--- src/rtl/mem_scan_ctrl.sv ---
// Strided memory scan sequencer: issues synchronous reads over a configured
// address range and streams the returned words out through a 2-entry skid FIFO.
module mem_scan_ctrl #(
    parameter int DATA_W = 32,
    parameter int ADDR_W = 10,
    parameter int LEN_W  = 16
) (
    input  logic              clk_i,
    input  logic              rst_i,
    input  logic              start_i,
    input  logic              abort_i,
    input  logic [ADDR_W-1:0] cfg_addr_i,
    input  logic [LEN_W-1:0]  cfg_len_i,
    input  logic [ADDR_W-1:0] cfg_stride_i,
    output logic              busy_o,
    output logic              done_o,
    output logic [ADDR_W-1:0] mem_addr_o,
    output logic              mem_en_o,
    input  logic [DATA_W-1:0] mem_data_i,
    output logic              out_valid_o,
    output logic [DATA_W-1:0] out_data_o,
    output logic              out_last_o,
    input  logic              out_ready_i
);

    localparam logic [ADDR_W-1:0] INC = ADDR_W'(DATA_W / 8);

    typedef enum logic [1:0] {
        IDLE,
        RUN,
        DRAIN
    } state_e;

    state_e state_q, state_d;

    logic [ADDR_W-1:0] addr_q, addr_d;
    logic [ADDR_W-1:0] strideBytes_q, strideBytes_d;
    logic [LEN_W-1:0]  remaining_q, remaining_d;
    logic              inflight_q, inflight_d;
    logic              inflightLast_q, inflightLast_d;
    logic              done_q, done_d;

    logic [DATA_W-1:0] head_q, head_d;
    logic [DATA_W-1:0] tail_q, tail_d;
    logic              headLast_q, headLast_d;
    logic              tailLast_q, tailLast_d;
    logic [1:0]        count_q, count_d;

    logic       startAccept;
    logic       handshake;
    logic       lastIssue;
    logic       finalHs;
    logic [1:0] pending;

    assign out_valid_o = (count_q != 2'd0);
    assign out_data_o  = head_q;
    assign out_last_o  = out_valid_o && headLast_q;
    assign mem_addr_o  = addr_q;
    assign done_o      = done_q;

    assign startAccept = (state_q == IDLE) && start_i && !abort_i;
    assign handshake   = out_valid_o && out_ready_i;
    assign finalHs     = handshake && out_last_o;
    assign pending     = count_q + {1'b0, inflight_q};
    assign lastIssue   = mem_en_o && (remaining_q == LEN_W'(1));

    always_ff @(posedge clk_i or posedge rst_i) begin
        if (rst_i) begin
            state_q <= IDLE;
        end else begin
            state_q <= state_d;
        end
    end

    always_comb begin
        state_d = state_q;
        case (state_q)
            IDLE:    if (startAccept && (cfg_len_i != '0)) state_d = RUN;
            RUN:     if (lastIssue) state_d = DRAIN;
            DRAIN:   if (finalHs) state_d = IDLE;
            default: state_d = IDLE;
        endcase
        if (abort_i) state_d = IDLE;
    end

    // A pop this cycle frees a slot, so issuing stays legal even at full occupancy.
    always_comb begin
        busy_o   = (state_q != IDLE);
        mem_en_o = (state_q == RUN) && ((pending < 2'd2) || handshake);
    end

    always_comb begin
        addr_d         = addr_q;
        strideBytes_d  = strideBytes_q;
        remaining_d    = remaining_q;
        inflight_d     = mem_en_o && !abort_i;
        inflightLast_d = lastIssue;
        done_d         = !abort_i &&
                         ((startAccept && (cfg_len_i == '0)) ||
                          ((state_q == DRAIN) && finalHs));
        if (startAccept) begin
            addr_d        = cfg_addr_i;
            strideBytes_d = cfg_stride_i * INC;
            remaining_d   = cfg_len_i;
        end else if (mem_en_o) begin
            addr_d      = addr_q + strideBytes_q;
            remaining_d = remaining_q - LEN_W'(1);
        end
    end

    // Head entry drives the stream directly; tail only fills while the head stalls.
    always_comb begin
        head_d     = head_q;
        tail_d     = tail_q;
        headLast_d = headLast_q;
        tailLast_d = tailLast_q;
        count_d    = count_q;
        if (abort_i) begin
            count_d = 2'd0;
        end else begin
            case (count_q)
                2'd0: begin
                    if (inflight_q) begin
                        head_d     = mem_data_i;
                        headLast_d = inflightLast_q;
                        count_d    = 2'd1;
                    end
                end
                2'd1: begin
                    if (inflight_q && handshake) begin
                        head_d     = mem_data_i;
                        headLast_d = inflightLast_q;
                    end else if (inflight_q) begin
                        tail_d     = mem_data_i;
                        tailLast_d = inflightLast_q;
                        count_d    = 2'd2;
                    end else if (handshake) begin
                        count_d = 2'd0;
                    end
                end
                default: begin
                    if (handshake) begin
                        head_d     = tail_q;
                        headLast_d = tailLast_q;
                        if (inflight_q) begin
                            tail_d     = mem_data_i;
                            tailLast_d = inflightLast_q;
                        end else begin
                            count_d = 2'd1;
                        end
                    end
                end
            endcase
        end
    end

    always_ff @(posedge clk_i or posedge rst_i) begin
        if (rst_i) begin
            addr_q         <= '0;
            strideBytes_q  <= '0;
            remaining_q    <= '0;
            inflight_q     <= 1'b0;
            inflightLast_q <= 1'b0;
            done_q         <= 1'b0;
            head_q         <= '0;
            tail_q         <= '0;
            headLast_q     <= 1'b0;
            tailLast_q     <= 1'b0;
            count_q        <= 2'd0;
        end else begin
            addr_q         <= addr_d;
            strideBytes_q  <= strideBytes_d;
            remaining_q    <= remaining_d;
            inflight_q     <= inflight_d;
            inflightLast_q <= inflightLast_d;
            done_q         <= done_d;
            head_q         <= head_d;
            tail_q         <= tail_d;
            headLast_q     <= headLast_d;
            tailLast_q     <= tailLast_d;
            count_q        <= count_d;
        end
    end

endmodule

--- config.mk ---
export PLATFORM = sky130hd
export DESIGN_NAME = mem_scan_ctrl
export DESIGN_NICKNAME = d
export VERILOG_FILES = /design/src/rtl/mem_scan_ctrl.sv
export SDC_FILE = /design/constraint.sdc
export NUM_CORES = 1
export LEC_CHECK = 0
export CORE_ASPECT_RATIO = 0.6
export CORE_MARGIN = 8
export CORE_UTILIZATION = 40
export DETAILED_ROUTE_END_ITERATION = 7
export PLACE_DENSITY = 0.78
export RECOVER_POWER = 100
export SETUP_SLACK_MARGIN = 0.3
export SLEW_MARGIN = 20
export SYNTH_ARGS = -nofsm -noshare
export SYNTH_HDL_FRONTEND = slang
export SYNTH_SLANG_ARGS = --single-unit
--- constraint.sdc ---
create_clock -name clk_i -period 3.95 [get_ports clk_i]
set_input_delay 0.79 -clock clk_i [delete_from_list [all_inputs] [get_ports clk_i]]
set_output_delay 0.79 -clock clk_i [all_outputs]
set_load 0.005 [all_outputs]
==> impl_metrics.csv, run 1 <==
group,metric,value,unit
global_route,overflow,0,
placement,gp_congestion,0.8087,
setup_path,crit_type,"primary input to output pin",
global_route,grt.total_usage,15.48,%
clock_network,cts_made_buffers,9,
sta,tightest_slew,2.265,ns
routing,vias,3947,
power_and_ir_drop,p_leak,2.801,nW
setup_path,crit_path_end_kind,"output pin",
yosys,syn-num-nets,551,
routing,initialDrtViolationCount,188,
yosys,synth_area,5027,um^2
sta,final.setup.worst_slack,0.5142,ns
sta,setup-violations-final,0,
global_route,first_global_vias,4298,
sta,period_share,86.98,%
floorplanning,io-pin-count,120,
placement,dp_hpwl,9209,um
sta,tns,0,ns
clock_network,h-tree-depth,3,
layout,diodes,0,
routing,wl_per_cell,16.72,um
floorplanning,die-area,16530,um^2
placement,pre_cts_ws,0.6923,ns
yosys,yosysTopAreaCell,"dfrtp_1",
min_path,hp-class,"flop to flop",
clock_network,cts.clk_slew.worst_paths,0.08,ns
sta,slew-limit-headroom,-51.14,%
setup_path,slowest_stage,"dlygate4sd3_1",
yosys,synth_top_area_share,53.26,%
layout,drive_gt1_share,11.28,%
layout,final_area,6703,um^2
yosys,post_synth_num_cell_types,50,
routing,drcViolationCount,0,
routing,drt_wl_total,12540,um
global_route,antenna_found_initial,0,
yosys,synth_commonest_cells,"dfrtp_1, nand2_1, nor2_1, a21oi_1, mux2i_1",
yosys,synth_warnings,0,
floorplanning,core,12180,um^2
yosys,yosysSeqAreaShare,53.26,%
routing,ant_nets,0,
sta,grt_setup_unrepaired,"false",
clock_network,cts_max_path_buffers,2,
setup_path,cpPeakStageDelay,0.67,ns
clock_network,cts_resized,0,
sta,fmax,291.1,MHz
sta,maxSlewViolCount,98,
run_status,status,"finished, violations left",
setup_path,crit_path_start,"out_ready_i",
clock_network,postCtsSetupRepairBufs,0,
global_route,grt_max_degree,67,
routing,first_pass_iters,4,
layout,layout.nets,663,
sta,post-route-min-period,3.436,ns
yosys,avgSynthCellArea,10.74,um^2
layout,areaGrowthSynthToFinish,33.33,%
floorplanning,die_h,102.8,um
setup_path,cp.required,3.16,ns
clock_network,cts_hold_buf,0,
clock_network,cts_sinks,107,
setup_path,crit_chain,"dlygate4sd3_1, nor4bb_1, a211o_1, inv_1, dlygate4sd3_1",
clock_network,clk_latency,0.34,ns
sta,whs,0.4867,ns
yosys,synth.area.top_cells,"dfrtp_1, mux2_2, mux2i_1",
job,cap_violations,2,
floorplanning,die_width,160.7,um
yosys,syn_inst,468,
power_and_ir_drop,cellPowerDensity,528.7,nW/um^2
power_and_ir_drop,finalPower,0.003544,W
power_and_ir_drop,ir_drop,237.6,uV
clock_network,cts_tree,"built",
min_path,hp-start,"mem_addr_o[0]$_DFFE_PP0P_",
routing,vias_per_cell,5.263,
yosys,synth-edff-count,0,
run_status,violations,"max-capacitance violations, max-slew violations",
sta,hold_viol_final,0,
floorplanning,num_rows,31,
clock_network,clockRootBuffer,"clkbuf_16",
setup_path,cpMostUsedCell,"dlygate4sd3_1",
setup_path,arrival,2.65,ns
placement,place_area,6414,um^2
placement,port_buffers,117,
yosys,async_flop_share,100.0,%
sta,finalClockSkew,0.01044,ns
yosys,synthFlopType,"dfrtp_1",
floorplanning,start_util,41.28,%
yosys,yosysMostFrequentCell,"dfrtp_1",
setup_path,reg2reg_from,"remaining_q[9]$_DFFE_PP0P_",
yosys,synth_seq_cells,107,
setup_path,start_kind,"primary input",
setup_path,cp_max_fo,8,
global_route,grt_pass1_wl,21020,um
## registers in the layout, indices dropped and copies added, names as in the netlist
signal / cells
headLast_q: 1
tailLast_q: 1
tail_q: 32
inflight_q: 1
count_q: 2
out_data_o: 32
inflightLast_q: 1
remaining_q: 16
strideBytes_q: 8
state_q: 2
mem_addr_o: 10
done_o: 1
## area by class of cell
cell class	count	area, um^2
tap	165	206.4
multi-input combinational	328	2220
timing repair buffer	125	1235
sequential	107	2678
clock inverter	7	105.1
inverter	9	33.78
fill	1064	5477
clock buffer	9	225.2
## worst max-delay path: cells and delay by family
kind / cells / cell delay [ns]
buffers and inverters: 3 / 1.30
and+or+nand+nor: 1 / 0.38
AOI/OAI and AO/OA: 1 / 0.17
## cells by family after synthesis
logic type | count (synthesis) | synth area share [%]
xor+xnor | 6 | 1.045
simple gates | 152 | 14.66
mux | 68 | 14.36
compound gates | 92 | 11.55
fa+ha+maj | 10 | 2.638
buf+inv | 33 | 2.489
flops | 107 | 53.26
## report_power, final
part / switching (W) / internal, W
clock: 0.000416 / 0.000566
sequential: 0.000192 / 0.00135
combinational: 0.000467 / 0.000552
total: 0.00107 / 0.00247
## cell usage in the layout (no fill, tap or decap), drive strengths merged, types with 2 or more instances in the layout
cell type      netlist  layout
a211oi               6       6
a21o                 2       2
a21oi               40      40
a221o                6       6
a22oi                6       6
and2                 3       3
buf                  5       5
bufinv               0       2
clkbuf              19      12
clkdlybuf4s50        0      68
dfrtp              107     107
dlygate4sd3          0      49
ha                   9       9
inv                  9      12
mux2                33      33
mux2i               35      35
nand2               52      52
nand2b               4       4
nand3                8       8
nand4                3       3
nor2                48      48
nor2b                5       5
nor3                 4       4
nor4                 9       9
o211ai               3       3
o21a                 3       3
o21ai               14      14
o311ai               5       5
or2                  3       3
or3                  2       2
or4                  4       4
xor2                 5       5
## layer usage
metal	GRT usage [%]	vias to the layer above	wire length, um
li1	-	1896	-
met5	0	-	0
met2	25.88	96	5907
met3	4.944	5	764
met1	19.60	1950	5796
met4	3.114	0	72
## stage by stage
| stage | std cells | util (%) |
|---|---|---|
| final | 750 | 55.03 |
| after global routing | 750 | 55.03 |
| after CTS | 750 | 55.37 |
| after detailed placement | 734 | 52.66 |
| after global placement | 734 | 52.66 |
| after floorplan | 468 | - |
## final timing paths
kind | end | slack [ns] | depth (start not counted)
setup / recovery | mem_en_o | 0.51 | 5
hold / removal | mem_addr_o[0]$_DFFE_PP0P_ | 0.49 | 2
setup reg to reg | state_q[0]$_DFFE_PP0P_ | 0.95 | 5
hold reg to reg | mem_addr_o[0]$_DFFE_PP0P_ | 0.49 | 2
max in group asynchronous | out_data_o[1]$_DFFE_PP0P_ | 1.10 | 2
min in group asynchronous | mem_addr_o[1]$_DFFE_PP0P_ | 1.52 | 2
Power figures use the tool's default switching activity.
==> run 2, diff against run 1 <==
Clock period 3.95 ns to 3.4 ns, I/O delays scaled along.
==> run 2 against run 1 <==
The flow now finishes without violations; die area is the same; via count is 0.99% higher; clock skew down 0.0048 ns; cell count up 0.13%; register-to-register slack got worse by 0.41 ns; critical path depth unchanged; flip-flop and latch count is the same; sequential power up 17%; utilization down 0.38 points; design area is 0.69% lower; critical path type unchanged; highest routed layer unchanged.
==> impl_metrics.csv, run 2 (synthesis results as in run 1) <==
group,metric,value,unit
setup_path,crit_path_end_kind,"output pin",
routing,ant_nets,0,
sta,fmax,322.6,MHz
clock_network,h-tree-depth,3,
sta,tns,0,ns
clock_network,clk_latency,0.34,ns
placement,port_buffers,117,
layout,fin_cells,751,
power_and_ir_drop,cellPowerDensity,597.3,nW/um^2
layout,multi_input_area,2220,um^2
routing,wl_per_cell,17.03,um
sta,post-route-min-period,3.100,ns
clock_network,cts.clk_slew.worst_paths,0.07,ns
sta,finalClockSkew,0.005655,ns
global_route,grt_pass1_wl,21450,um
job,cap_violations,0,
setup_path,crit_buf_inv,3,
layout,final_common_cell,"dfrtp_1",
routing,vias_per_cell,5.308,
global_route,first_global_vias,4204,
routing,vias,3986,
sta,grt_setup_unrepaired,"false",
min_path,hp-class,"flop to flop",
setup_path,cp.required,2.72,ns
floorplanning,num_rows,31,
global_route,grt.total_usage,15.81,%
setup_path,crit_type,"primary input to output pin",
floorplanning,die-area,16530,um^2
setup_path,arrival,2.42,ns
layout,fillers,1046,
global_route,overflow,0,
setup_path,cp_max_fo,8,
global_route,grt_max_degree,108,
routing,drcViolationCount,0,
sta,setup-violations-final,0,
clock_network,cts_tree,"built",
floorplanning,start_util,41.28,%
layout,post-route-util,54.65,%
sta,tightest_slew,1.477,ns
layout,layout.nets,664,
floorplanning,core,12180,um^2
clock_network,cts_max_path_buffers,2,
setup_path,crit_chain,"dlygate4sd3_1, nor4bb_1, a211o_1, inv_1, clkdlybuf4s50_1",
sta,hold_viol_final,0,
sta,slew-limit-headroom,1.542,%
global_route,antenna_found_initial,0,
clock_network,cts_hold_buf,0,
routing,initialDrtViolationCount,208,
run_status,status,"finished, final reports clean",
clock_network,postCtsSetupRepairBufs,0,
sta,period_share,91.18,%
clock_network,cts_made_buffers,9,
layout,drive_gt1_share,11.77,%
layout,layout_common_cells,"dfrtp_1, clkdlybuf4s50_1, nand2_1, dlygate4sd3_1, nor2_1",
layout,register_area,2679,um^2
power_and_ir_drop,p_leak,2.778,nW
routing,drt_wl_total,12790,um
layout,diodes,0,
floorplanning,die_width,160.7,um
setup_path,slowest_stage,"dlygate4sd3_1",
sta,maxSlewViolCount,0,
placement,placedCellCount,735,
routing,first_pass_iters,5,
layout,areaGrowthSynthToFinish,32.40,%
setup_path,cpPeakStageDelay,0.65,ns
placement,gp_congestion,0.8662,
placement,dp_hpwl,9149,um
setup_path,start_kind,"primary input",
floorplanning,io-pin-count,120,
power_and_ir_drop,ir_drop,309.5,uV
clock_network,cts_sinks,107,
clock_network,cts_resized,0,
floorplanning,die_h,102.8,um
clock_network,clockRootBuffer,"clkbuf_16",
setup_path,crit_family,"buffers and inverters",
-- run 2: cell count changes in the layout (fill, tap and decap cells not counted) --
cell,previous run,this run
bufinv_16,2,0
clkbuf_4,0,2
clkinv_2,0,2
and2_0,0,1
and2_1,3,2
buf_12,1,0
buf_4,4,3
clkbuf_2,2,3
clkbuf_8,0,1
dfrtp_1,107,106
dfrtp_2,0,1
inv_1,9,8
-- run 2: per-layer routing --
layer  GRT usage [%]  share of wire (%)  vias to the layer above
li1                -                  -                     1899
met1           21.01                 47                     1960
met2           25.56                 47                      114
met3           4.147                5.4                       13
met4           3.822               0.72                        0
met5               0                  0                        -
-- run 2: worst reg2reg max path: stages, from the launching register on --
cell and delay [ns]:
dfrtp_1 0.43, or4_1 0.59, or4_1 0.56, or3_2 0.46, nor4_1 0.51, o22ai_1 0.17
-- run 2: final timing paths --
kind,start,end,slack (ns),cells past startpoint
setup / recovery,out_ready_i,mem_en_o,0.30,5
hold / removal,mem_addr_o[1]$_DFFE_PP0P_,mem_addr_o[1]$_DFFE_PP0P_,0.49,2
setup reg to reg,remaining_q[8]$_DFFE_PP0P_,state_q[0]$_DFFE_PP0P_,0.54,5
hold reg to reg,mem_addr_o[1]$_DFFE_PP0P_,mem_addr_o[1]$_DFFE_PP0P_,0.49,2
max in group asynchronous,rst_i,count_q[1]$_DFFE_PP0P_,0.98,3
min in group asynchronous,rst_i,remaining_q[7]$_DFFE_PP0P_,1.33,3
-- run 2: per-stage QoR --
stage | hold WS [ns] | total power [W] | instance area (um^2) | setup WS (ns)
after floorplan | 0.4497 | 0.002419 | 5031 | 0.9502
after global placement | 0.4633 | 0.003023 | 6422 | 0.3155
after detailed placement | 0.4696 | 0.003089 | 6422 | 0.2336
after CTS | 0.4914 | 0.004122 | 6709 | 0.3811
after global routing | 0.5190 | 0.004256 | 6656 | 0.2127
final | 0.4880 | 0.003976 | 6656 | 0.3000
-- run 2: power breakdown --
part,internal (W),switching (W),total [W],leakage [nW]
clock,0.000527,0.000471,0.000997,0.145
sequential,0.00157,0.000227,0.00180,1.33
combinational,0.000638,0.000543,0.00118,1.30
total,0.00274,0.00124,0.00398,2.78
-- run 2: layout make-up --
cell class	count	area share, %
clock inverters	6	0.7143
inverters	9	0.5639
repair buffers	126	18.44
flip-flops and latches	107	40.24
multi-input cells	328	33.35
well taps	165	3.102
clock buffers	10	3.590
